$ cat src/rtl/alu_iter_if.sv
// Start/done operation bus between the execute-stage controller and alu_iter.
// The controller drives the operation request; the ALU returns result, flags and handshake.
interface alu_iter_if #(
    parameter int unsigned WIDTH = 16
);
    logic             start;
    logic [2:0]       ALUop;
    logic [WIDTH-1:0] Ain;
    logic [WIDTH-1:0] Bin;
    logic [WIDTH-1:0] out;
    logic [2:0]       status;
    logic             busy;
    logic             done;

    modport master (
        output start,
        output ALUop,
        output Ain,
        output Bin,
        input  out,
        input  status,
        input  busy,
        input  done
    );

    modport slave (
        input  start,
        input  ALUop,
        input  Ain,
        input  Bin,
        output out,
        output status,
        output busy,
        output done
    );
endinterface

$ cat src/rtl/alu_iter.sv
// Multi-cycle execute-stage ALU: single-cycle ADD/SUB/AND/NOT, iterative shift-add MUL and
// bit-serial LSL/ASR, with registered result, {V,N,Z} flags and a start/done handshake.
module alu_iter #(
    parameter int unsigned WIDTH = 16,
    localparam int unsigned SW = $clog2(WIDTH)
) (
    input logic       clk,
    input logic       reset,
    alu_iter_if.slave bus
);

    localparam int unsigned Msb = WIDTH - 1;

    localparam logic [2:0] OpAdd = 3'b000;
    localparam logic [2:0] OpSub = 3'b001;
    localparam logic [2:0] OpAnd = 3'b010;
    localparam logic [2:0] OpNot = 3'b011;
    localparam logic [2:0] OpMul = 3'b100;
    localparam logic [2:0] OpLsl = 3'b101;
    localparam logic [2:0] OpAsr = 3'b110;

    typedef enum logic [1:0] {
        StIdle,
        StMul,
        StShift
    } state_e;

    state_e             state_q, state_d;
    logic [2:0]         op_q, op_d;
    logic [SW-1:0]      cnt_q, cnt_d;
    logic [2*WIDTH-1:0] mcand_q, mcand_d;
    logic [WIDTH-1:0]   mplier_q, mplier_d;
    logic [2*WIDTH-1:0] acc_q, acc_d;
    logic [WIDTH-1:0]   shreg_q, shreg_d;
    logic [WIDTH-1:0]   out_q, out_d;
    logic [2:0]         status_q, status_d;
    logic               done_q, done_d;

    logic [WIDTH-1:0]   sum;
    logic [WIDTH-1:0]   diff;
    logic [WIDTH-1:0]   single_res;
    logic               single_v;
    logic [SW-1:0]      shamt;
    logic [2*WIDTH-1:0] acc_step;
    logic [WIDTH-1:0]   shift_step;

    function automatic logic [2:0] flags(input logic v, input logic [WIDTH-1:0] r);
        return {v, r[WIDTH-1], (r == '0)};
    endfunction

    assign shamt = bus.Ain[SW-1:0];

    // Combinational result for the ops that complete in the start cycle.
    always_comb begin
        sum        = bus.Ain + bus.Bin;
        diff       = bus.Ain - bus.Bin;
        single_res = '0;
        single_v   = 1'b0;
        case (bus.ALUop)
            OpAdd: begin
                single_res = sum;
                single_v   = (bus.Ain[Msb] == bus.Bin[Msb]) && (sum[Msb] != bus.Ain[Msb]);
            end
            OpSub: begin
                single_res = diff;
                single_v   = (bus.Ain[Msb] != bus.Bin[Msb]) && (diff[Msb] != bus.Ain[Msb]);
            end
            OpAnd:   single_res = bus.Ain & bus.Bin;
            OpNot:   single_res = ~bus.Bin;
            default: single_res = '0;
        endcase
    end

    // One iteration step of the multiplier and the shifter.
    always_comb begin
        acc_step = acc_q + (mplier_q[0] ? mcand_q : '0);
        if (op_q == OpLsl) begin
            shift_step = {shreg_q[WIDTH-2:0], 1'b0};
        end else begin
            shift_step = {shreg_q[Msb], shreg_q[WIDTH-1:1]};
        end
    end

    always_comb begin
        state_d  = state_q;
        op_d     = op_q;
        cnt_d    = cnt_q;
        mcand_d  = mcand_q;
        mplier_d = mplier_q;
        acc_d    = acc_q;
        shreg_d  = shreg_q;
        out_d    = out_q;
        status_d = status_q;
        done_d   = 1'b0;

        case (state_q)
            StIdle: begin
                if (bus.start) begin
                    op_d = bus.ALUop;
                    case (bus.ALUop)
                        OpMul: begin
                            mcand_d  = {{WIDTH{1'b0}}, bus.Ain};
                            mplier_d = bus.Bin;
                            acc_d    = '0;
                            cnt_d    = SW'(WIDTH - 1);
                            state_d  = StMul;
                        end
                        OpLsl, OpAsr: begin
                            if (shamt == '0) begin
                                out_d    = bus.Bin;
                                status_d = flags(1'b0, bus.Bin);
                                done_d   = 1'b1;
                            end else begin
                                // Count holds remaining steps minus one so both loops end on zero.
                                shreg_d = bus.Bin;
                                cnt_d   = shamt - 1'b1;
                                state_d = StShift;
                            end
                        end
                        default: begin
                            out_d    = single_res;
                            status_d = flags(single_v, single_res);
                            done_d   = 1'b1;
                        end
                    endcase
                end
            end

            StMul: begin
                acc_d    = acc_step;
                mcand_d  = {mcand_q[2*WIDTH-2:0], 1'b0};
                mplier_d = {1'b0, mplier_q[WIDTH-1:1]};
                cnt_d    = cnt_q - 1'b1;
                if (cnt_q == '0) begin
                    out_d    = acc_step[WIDTH-1:0];
                    status_d = flags(|acc_step[2*WIDTH-1:WIDTH], acc_step[WIDTH-1:0]);
                    done_d   = 1'b1;
                    state_d  = StIdle;
                end
            end

            StShift: begin
                shreg_d = shift_step;
                cnt_d   = cnt_q - 1'b1;
                if (cnt_q == '0) begin
                    out_d    = shift_step;
                    status_d = flags(1'b0, shift_step);
                    done_d   = 1'b1;
                    state_d  = StIdle;
                end
            end

            default: state_d = StIdle;
        endcase
    end

    always_ff @(posedge clk) begin
        if (reset) begin
            state_q  <= StIdle;
            op_q     <= '0;
            cnt_q    <= '0;
            mcand_q  <= '0;
            mplier_q <= '0;
            acc_q    <= '0;
            shreg_q  <= '0;
            out_q    <= '0;
            status_q <= '0;
            done_q   <= 1'b0;
        end else begin
            state_q  <= state_d;
            op_q     <= op_d;
            cnt_q    <= cnt_d;
            mcand_q  <= mcand_d;
            mplier_q <= mplier_d;
            acc_q    <= acc_d;
            shreg_q  <= shreg_d;
            out_q    <= out_d;
            status_q <= status_d;
            done_q   <= done_d;
        end
    end

    assign bus.out    = out_q;
    assign bus.status = status_q;
    assign bus.done   = done_q;
    assign bus.busy   = (state_q != StIdle);

    busy_done_exclusive: assert property (@(posedge clk) disable iff (reset)
        !(bus.busy && bus.done));

    result_held_between_done: assert property (@(posedge clk) disable iff (reset)
        (!bus.done && !$past(reset)) |-> ($stable(bus.out) && $stable(bus.status)));

endmodule

$ cat src/flat_wrapper.sv
// flat-port wrapper written by rule: the top's interface ports become plain ports
module alu_iter_flat 
#(
    parameter int unsigned WIDTH = 16,
    localparam int unsigned SW = $clog2(WIDTH)
)
  (clk, reset, bus_start, bus_ALUop, bus_Ain, bus_Bin, bus_out, bus_status, bus_busy, bus_done);
  alu_iter_if #(.WIDTH(WIDTH)) bus_i ();
  input logic clk;
  input logic reset;
  input wire logic [$bits(bus_i.start)-1:0] bus_start;
  input wire logic [$bits(bus_i.ALUop)-1:0] bus_ALUop;
  input wire logic [$bits(bus_i.Ain)-1:0] bus_Ain;
  input wire logic [$bits(bus_i.Bin)-1:0] bus_Bin;
  output wire logic [$bits(bus_i.out)-1:0] bus_out;
  output wire logic [$bits(bus_i.status)-1:0] bus_status;
  output wire logic [$bits(bus_i.busy)-1:0] bus_busy;
  output wire logic [$bits(bus_i.done)-1:0] bus_done;
  assign bus_i.start = bus_start;
  assign bus_i.ALUop = bus_ALUop;
  assign bus_i.Ain = bus_Ain;
  assign bus_i.Bin = bus_Bin;
  assign bus_out = bus_i.out;
  assign bus_status = bus_i.status;
  assign bus_busy = bus_i.busy;
  assign bus_done = bus_i.done;
  alu_iter #(.WIDTH(WIDTH)) u_core (.clk(clk), .reset(reset), .bus(bus_i));
endmodule
$ cat config.mk
export PLATFORM = sky130hd
export DESIGN_NAME = alu_iter_flat
export DESIGN_NICKNAME = d
export VERILOG_FILES = /design/src/rtl/alu_iter_if.sv /design/src/rtl/alu_iter.sv /design/src/flat_wrapper.sv
export SDC_FILE = /design/constraint.sdc
export NUM_CORES = 1
export LEC_CHECK = 0
export CAP_MARGIN = 10
export CORE_MARGIN = 2
export CORE_UTILIZATION = 50
export CTS_BUF_LIST = sky130_fd_sc_hd__clkbuf_16
export DETAILED_ROUTE_END_ITERATION = 16
export PLACE_DENSITY = 0.69
export SYNTH_ARGS = -nofsm -noshare
export SYNTH_HDL_FRONTEND = slang
export SYNTH_SLANG_ARGS = --single-unit
$ cat constraint.sdc
create_clock -name clk -period 4.4 [get_ports clk]
set_input_delay 0.66 -clock clk [delete_from_list [all_inputs] [get_ports clk]]
set_output_delay 0.66 -clock clk [all_outputs]
set_load 0.03 [all_outputs]
==> results.txt, run 1 <==
status: complete, no violations
crit start category: flop
clk_skew: 0.009950 ns
Mapped Nets: 1,487
gr usage total: 33.03%
drt wl/cell: 20.94 um
Final Max Tran Viols: 0
total gr overflow: 0
post-synthesis cell type count: 79
clock power share: 32.7%
crit path DAT: 4.22 ns
cells after synthesis: 1,376
Pleak: 4.540 nW
port bufs: 58
number of synthesized flops with an enable pin: 0
Primary FF master, synth: dfxtp_1
largest net degree at the start of global routing: 94
final hold slack: 0.4551 ns
most common cell after layout, fill and taps aside: a21oi_1
# IOs: 59
sw power: 1.577 mW
Die Height: 146.9 um
VDD IR-drop max: 0.0002918 V
TritonCTS clock tree: done
CTS sink cnt: 124
most frequent cells in the layout: 163 x a21oi_1, 153 x nor2_1, 128 x nand2_1
max capacitance violation total: 0
Initial Util: 50.63%
deepest clock path buffer count: 2
Synth Cell Area: 0.01021 sq mm
vias per inst: 6.376
routed vias: 10,830
later-pin clock latency in the skew report: 0.43 ns
CTS clock-pin slew for the worst setup and hold paths: 0.06 ns
Comb power frac: 35.1%
fin nets: 1,526
clock tree root buffer cell: clkbuf_16
cts bufs inserted: 17
Fin. Hold Viols: 0
vias in the first global route: 10,350
CP Class: reg -> reg
setup bufs post-CTS: 0
Crit path required time: 4.71 ns
final WL: 35.55 mm
register share of total power: 32.3%
RSZ-0062 raised after global routing: no
Hold-fix buffers, CTS: 0
post-route antenna net violation count: 0
Synth async-reset ratio: 0%
Achievable Freq: 255.9 MHz
first-pass GRT wire length: 56.64 mm
minimum clock period: 3.907 ns
Slew HR: 28.72%
crit end category: flop
Tcrit/Tclk final: 88.80%
HPWL Detailed: 26.42 mm
synthesis-to-layout area growth: 15.35%
Seq/Total Area, Yosys: 24.31%
H-Tree Level Count: 4
n_diodes: 0
die area: 0.02158 sq mm
first-pass iteration count of the detailed router: 6
initial drt markers: 840
Avg Cell Area, Syn: 7.421 sq um
worst slew pin tran: 1.069 ns
setup TNS: 0 ns
Setup WS pre-CTS: 0.2637 ns
number of synthesized register bits: 124
P_int: 2.479 mW
endpoints failing setup: 0
FP Rows: 52
routability cong.: 0.9877
Hold/Removal Path Class: reg -> reg
final worst slack: 0.4929 ns
Finished Core Util: 58.40%
Resized Gates After CTS: 0
share of layout cells above drive strength 1: 8.613%
critical-path maximum fanout: 30
initial antenna violation count: 0
Pwr per Cell Area: 344.4 mW/mm^2
Ys Warns: 0
DRC: 0
chip width: 146.9 um
Sw Share: 38.88%
core area: 0.02017 sq mm
==> area by class of cell <==
cell class              instances  area [sq um]
fillers                      1958          8391
multi-input cells            1113          7234
flip-flops and latches        124          2482
repair buffers                115          1018
clock buffers                  17         425.4
well taps                     270         337.8
inverters                      44         165.2
clock inverters                15         115.1
==> critical path, stage by stage, from the launching register on <==
cell,delay (ns)
dfxtp_1,0.40
buf_4,0.32
and2_1,0.18
ha_1,0.32
a21oi_1,0.26
o21ai_0,0.20
a311oi_1,0.30
o21ai_1,0.22
xnor2_1,0.20
or4b_1,0.62
a2111oi_2,0.36
nand4b_1,0.14
o31a_1,0.26
==> power groups by stage <==
stage | registers [mW] | clock network [mW] | logic (mW)
2_1_floorplan | 1.38 | 0 | 0.834
3_3_place_gp | 1.33 | 0 | 1.39
3_5_place_dp | 1.33 | 0 | 1.40
4_1_cts | 1.31 | 1.34 | 1.40
5_1_grt | 1.32 | 1.39 | 1.53
6_report | 1.31 | 1.32 | 1.42
==> sequential cells by signal, indices dropped and copies added (netlist names) <==
register / count
u_core.acc_q: 32
u_core.mcand_q: 32
u_core.mplier_q: 16
u_core.shreg_q: 16
u_core.bus.out: 15
u_core.cnt_q: 4
u_core.bus.status: 3
u_core.op_q: 3
u_core.state_q: 2
u_core.bus.done: 1
==> per-stage QoR <==
step	total power [mW]	cell area (sq um)	std cells
floorplan	2.213	10210	1376
global placement	2.721	11240	1666
detailed placement	2.725	11240	1666
CTS	4.050	11780	1698
global route	4.236	11780	1698
finish	4.057	11780	1698
==> cells by family after synthesis <==
family | Yosys count | synth area share [%]
buffers and inverters | 139 | 5.244
flip-flops | 124 | 24.31
XOR/XNOR | 38 | 3.259
AO/OA/AOI/OAI | 448 | 29.29
AND/OR/NAND/NOR | 499 | 23.20
multiplexers | 55 | 5.539
adder cells (fa/ha/maj) | 73 | 9.166
==> synthesized netlist by cell type, drive strengths merged, types with 31 or more instances <==
cell / number / area (sq um)
a211oi: 58 / 440.4
a21oi: 166 / 834.6
and2: 42 / 262.8
clkbuf: 80 / 300.3
dfxtp: 124 / 2482
ha: 70 / 875.8
inv: 43 / 161.4
mux2i: 52 / 520.5
nand2: 128 / 480.5
nand3: 38 / 190.2
nor2: 153 / 574.3
nor3: 31 / 155.2
o21ai: 48 / 244.0
==> layer usage <==
layer	vias to the layer above	GRT usage (%)	share of wire [%]
met2	435	54.58	47
met3	104	4.752	6.2
met5	-	0	0
li1	5135	-	-
met4	0	13.08	3.7
met1	5152	43.67	44
==> path summary, 6_finish.rpt <==
kind / slack (ns) / to / cells after the start / start
worst max register to register: 0.49 / u_core.bus.status[2] / 12 / u_core.mplier_q[0]
worst min register to register: 0.46 / u_core.mcand_q[31] / 2 / u_core.mcand_q[31]
worst min-delay path: 0.46 / u_core.mcand_q[31] / 2 / u_core.mcand_q[31]
worst max-delay path: 0.49 / u_core.bus.status[2] / 12 / u_core.mplier_q[0]
(Power assumes the default switching activity.)
==> run 2, diff against run 1 <==
MAX_ROUTING_LAYER = met4   (was unset)
SETUP_SLACK_MARGIN = 0.2   (was unset)
==> results.txt, run 2 (synthesis results as in run 1) <==
crit start category: flop
Worst R2R Start: u_core.mcand_q[0]
Stages on worst setup path: 12 (unchanged)
R2R depth: 12 (unchanged)
H-Tree Level Count: 4 (unchanged)
routed vias: 10,870 (+0.41%)
CTS clock-pin slew for the worst setup and hold paths: 0.07 ns (about the same)
crit path cell chain: and2_1 > ha_1 > fa_1 > a211oi_2 > o21ai_2 > a311oi_1 > o21ai_1 > xnor2_1 > or4b_1 > a2111oi_2 > nand4b_1 > o31a_1
setup bufs post-CTS: 0 (unchanged)
placed cell count: 1,666 (unchanged)
initial drt markers: 1,047 (+25%)
clock tree root buffer cell: clkbuf_16
initial antenna violation count: 0 (unchanged)
total gr overflow: 0 (unchanged)
drt wl/cell: 21.22 um (+1.4%)
Slew HR: 27.72% (-0.99 points)
Hold/Removal Path Class: reg -> reg
top sig layer: met4
die area: 0.02158 sq mm (unchanged)
gr usage total: 34.23% (+1.2 points)
fill count: 1,921 (-1.9%)
Pleak: 4.570 nW (+0.66%)
core area: 0.02017 sq mm (unchanged)
Die Height: 146.9 um (unchanged)
clk_skew: 0.01717 ns (+0.007216 ns)
chip width: 146.9 um (unchanged)
final WL: 36.04 mm (+1.4%)
sw power: 1.601 mW (+1.5%)
first-pass iteration count of the detailed router: 5 (-1)
Comb power frac: 33.9% (-1.2 points)
Fin. Hold Viols: 0 (unchanged)
share of layout cells above drive strength 1: 8.543% (-0.070 points)
hold_sp: u_core.mcand_q[31]
met3 WL: 2.504 mm (+13%)
vias per inst: 6.402 (+0.41%)
setup TNS: 0 ns (unchanged)
TritonCTS clock tree: done
worst path buffer plus inverter count: 0 (-1)
Setup WS pre-CTS: 0.2299 ns (-0.03383 ns)
cts bufs inserted: 17 (unchanged)
Worst path top cell family by delay: compound AO/OA/AOI/OAI gates
Worst Setup EP: u_core.bus.status[2]
FP Rows: 52 (unchanged)
HPWL Detailed: 26.84 mm (+1.6%)
Resized Gates After CTS: 0 (unchanged)
crit end category: flop
# IOs: 59 (unchanged)
final hold slack: 0.4566 ns (+0.001558 ns)
reg2reg setup slack: 0.43 ns (-0.07 ns)
multi-input logic area: 0.007234 sq mm (unchanged)
Pwr per Cell Area: 355.1 mW/mm^2 (+3.1%)
Final Max Tran Viols: 0 (unchanged)
n_diodes: 0 (unchanged)
port bufs: 58 (unchanged)
DRC: 0 (unchanged)
final worst slack: 0.4262 ns (-0.06670 ns)
largest net degree at the start of global routing: 93 (-1.1%)
VDD IR-drop max: 0.0002881 V (-1.3%)
Hold-fix buffers, CTS: 0 (unchanged)
endpoints failing setup: 0 (unchanged)
Achievable Freq: 251.7 MHz (-1.7%)
CTS sink cnt: 124 (unchanged)
most frequent cells in the layout: 163 x a21oi_1, 153 x nor2_1, 128 x nand2_1
crit path DAT: 4.30 ns (+0.08 ns)
later-pin clock latency in the skew report: 0.44 ns (about the same)
Initial Util: 50.63% (unchanged)
routability cong.: 0.9677 (-2.0%)
Seq. cell area: 0.002482 sq mm (unchanged)
max capacitance violation total: 0 (unchanged)
vias in the first global route: 10,200 (-1.5%)
CP startpoint: u_core.mcand_q[0]
Sw Share: 38.13% (-0.76 points)
Tcrit/Tclk final: 90.31% (+1.5 points)
P_int: 2.598 mW (+4.8%)
first-pass GRT wire length: 56.50 mm (-0.24%)
CP Class: reg -> reg
slowest stage cell, crit path: or4b_1
fin nets: 1,526 (unchanged)
status: complete, no violations
CP max stage delay: 0.61 ns (about the same)
synthesis-to-layout area growth: 15.83%
routed length on met2: 16.74 mm (+1.1%)
deepest clock path buffer count: 2 (unchanged)
register share of total power: 31.3% (-1.0 points)
wire length on met1: 15.38 mm (-0.61%)
most common cell after layout, fill and taps aside: a21oi_1
FF-to-FF End: u_core.bus.status[2]
RSZ-0062 raised after global routing: no
critical-path maximum fanout: 3 (-90%)
worst slew pin tran: 1.084 ns (+0.01487 ns)
Finished Core Util: 58.64% (+0.24 points)
clock power share: 34.8% (+2.1 points)
post-route antenna net violation count: 0 (unchanged)
Largest regs: u_core.acc_q (32), u_core.mcand_q (32)
minimum clock period: 3.974 ns (+0.06670 ns)
Layout Cells excl Fill: 1,698 (unchanged)
Crit path required time: 4.73 ns (+0.02 ns)
==> run 2: cell types whose count changed in the layout (fill, tap and decap cells not counted) <==
| cell | before | now |
|---|---|---|
| clkinv_2 | 3 | 1 |
| clkinvlp_4 | 4 | 1 |
| clkinv_4 | 3 | 4 |
| inv_6 | 5 | 6 |
| bufinv_16 | 0 | 2 |
| clkinv_1 | 1 | 2 |
==> run 2: how the worst min path moves through the flow <==
stage | to | slack (ns) | cells past startpoint
2_1_floorplan | u_core.op_q[1] | 0.43 | 2
3_3_place_gp | u_core.op_q[1] | 0.44 | 2
3_5_place_dp | u_core.mcand_q[31] | 0.45 | 2
4_1_cts | u_core.acc_q[15] | 0.46 | 2
5_1_grt | u_core.acc_q[2] | 0.48 | 2
6_report | u_core.mcand_q[31] | 0.46 | 2
==> run 2: layout make-up <==
cell class              count  share of cell area, %
clock buffers              17                  3.597
clock inverters            15                  1.386
inverters                  44                  1.396
multi-input cells        1113                  61.17
flip-flops and latches    124                  20.99
well taps                 270                  2.856
repair buffers            115                  8.611
==> run 2: worst min-delay path, stage by stage (launching register included) <==
cell and delay, ns:
dfxtp_1 0.31, nand2_1 0.05, a21oi_1 0.05
==> run 2: power groups by stage <==
stage	clock (mW)	sequential [mW]	combinational [mW]
floorplan	0	1.38	0.834
global placement	0	1.34	1.39
detailed placement	0	1.34	1.40
CTS	1.46	1.31	1.40
global route	1.52	1.32	1.53
finish	1.46	1.32	1.42
==> run 2: through the flow <==
stage,power [mW],instance area [sq um]
3_3_place_gp,2.724,11240
5_1_grt,4.374,11830
6_report,4.199,11830
3_5_place_dp,2.735,11240
2_1_floorplan,2.213,10210
4_1_cts,4.182,11830
==> run 2: layer usage <==
| metal | up-vias | track usage [%] |
|---|---|---|
| li1 | 5127 | - |
| met1 | 5193 | 43.75 |
| met2 | 455 | 54.95 |
| met3 | 95 | 4.224 |
| met4 | 0 | 14.47 |
| met5 | - | - |
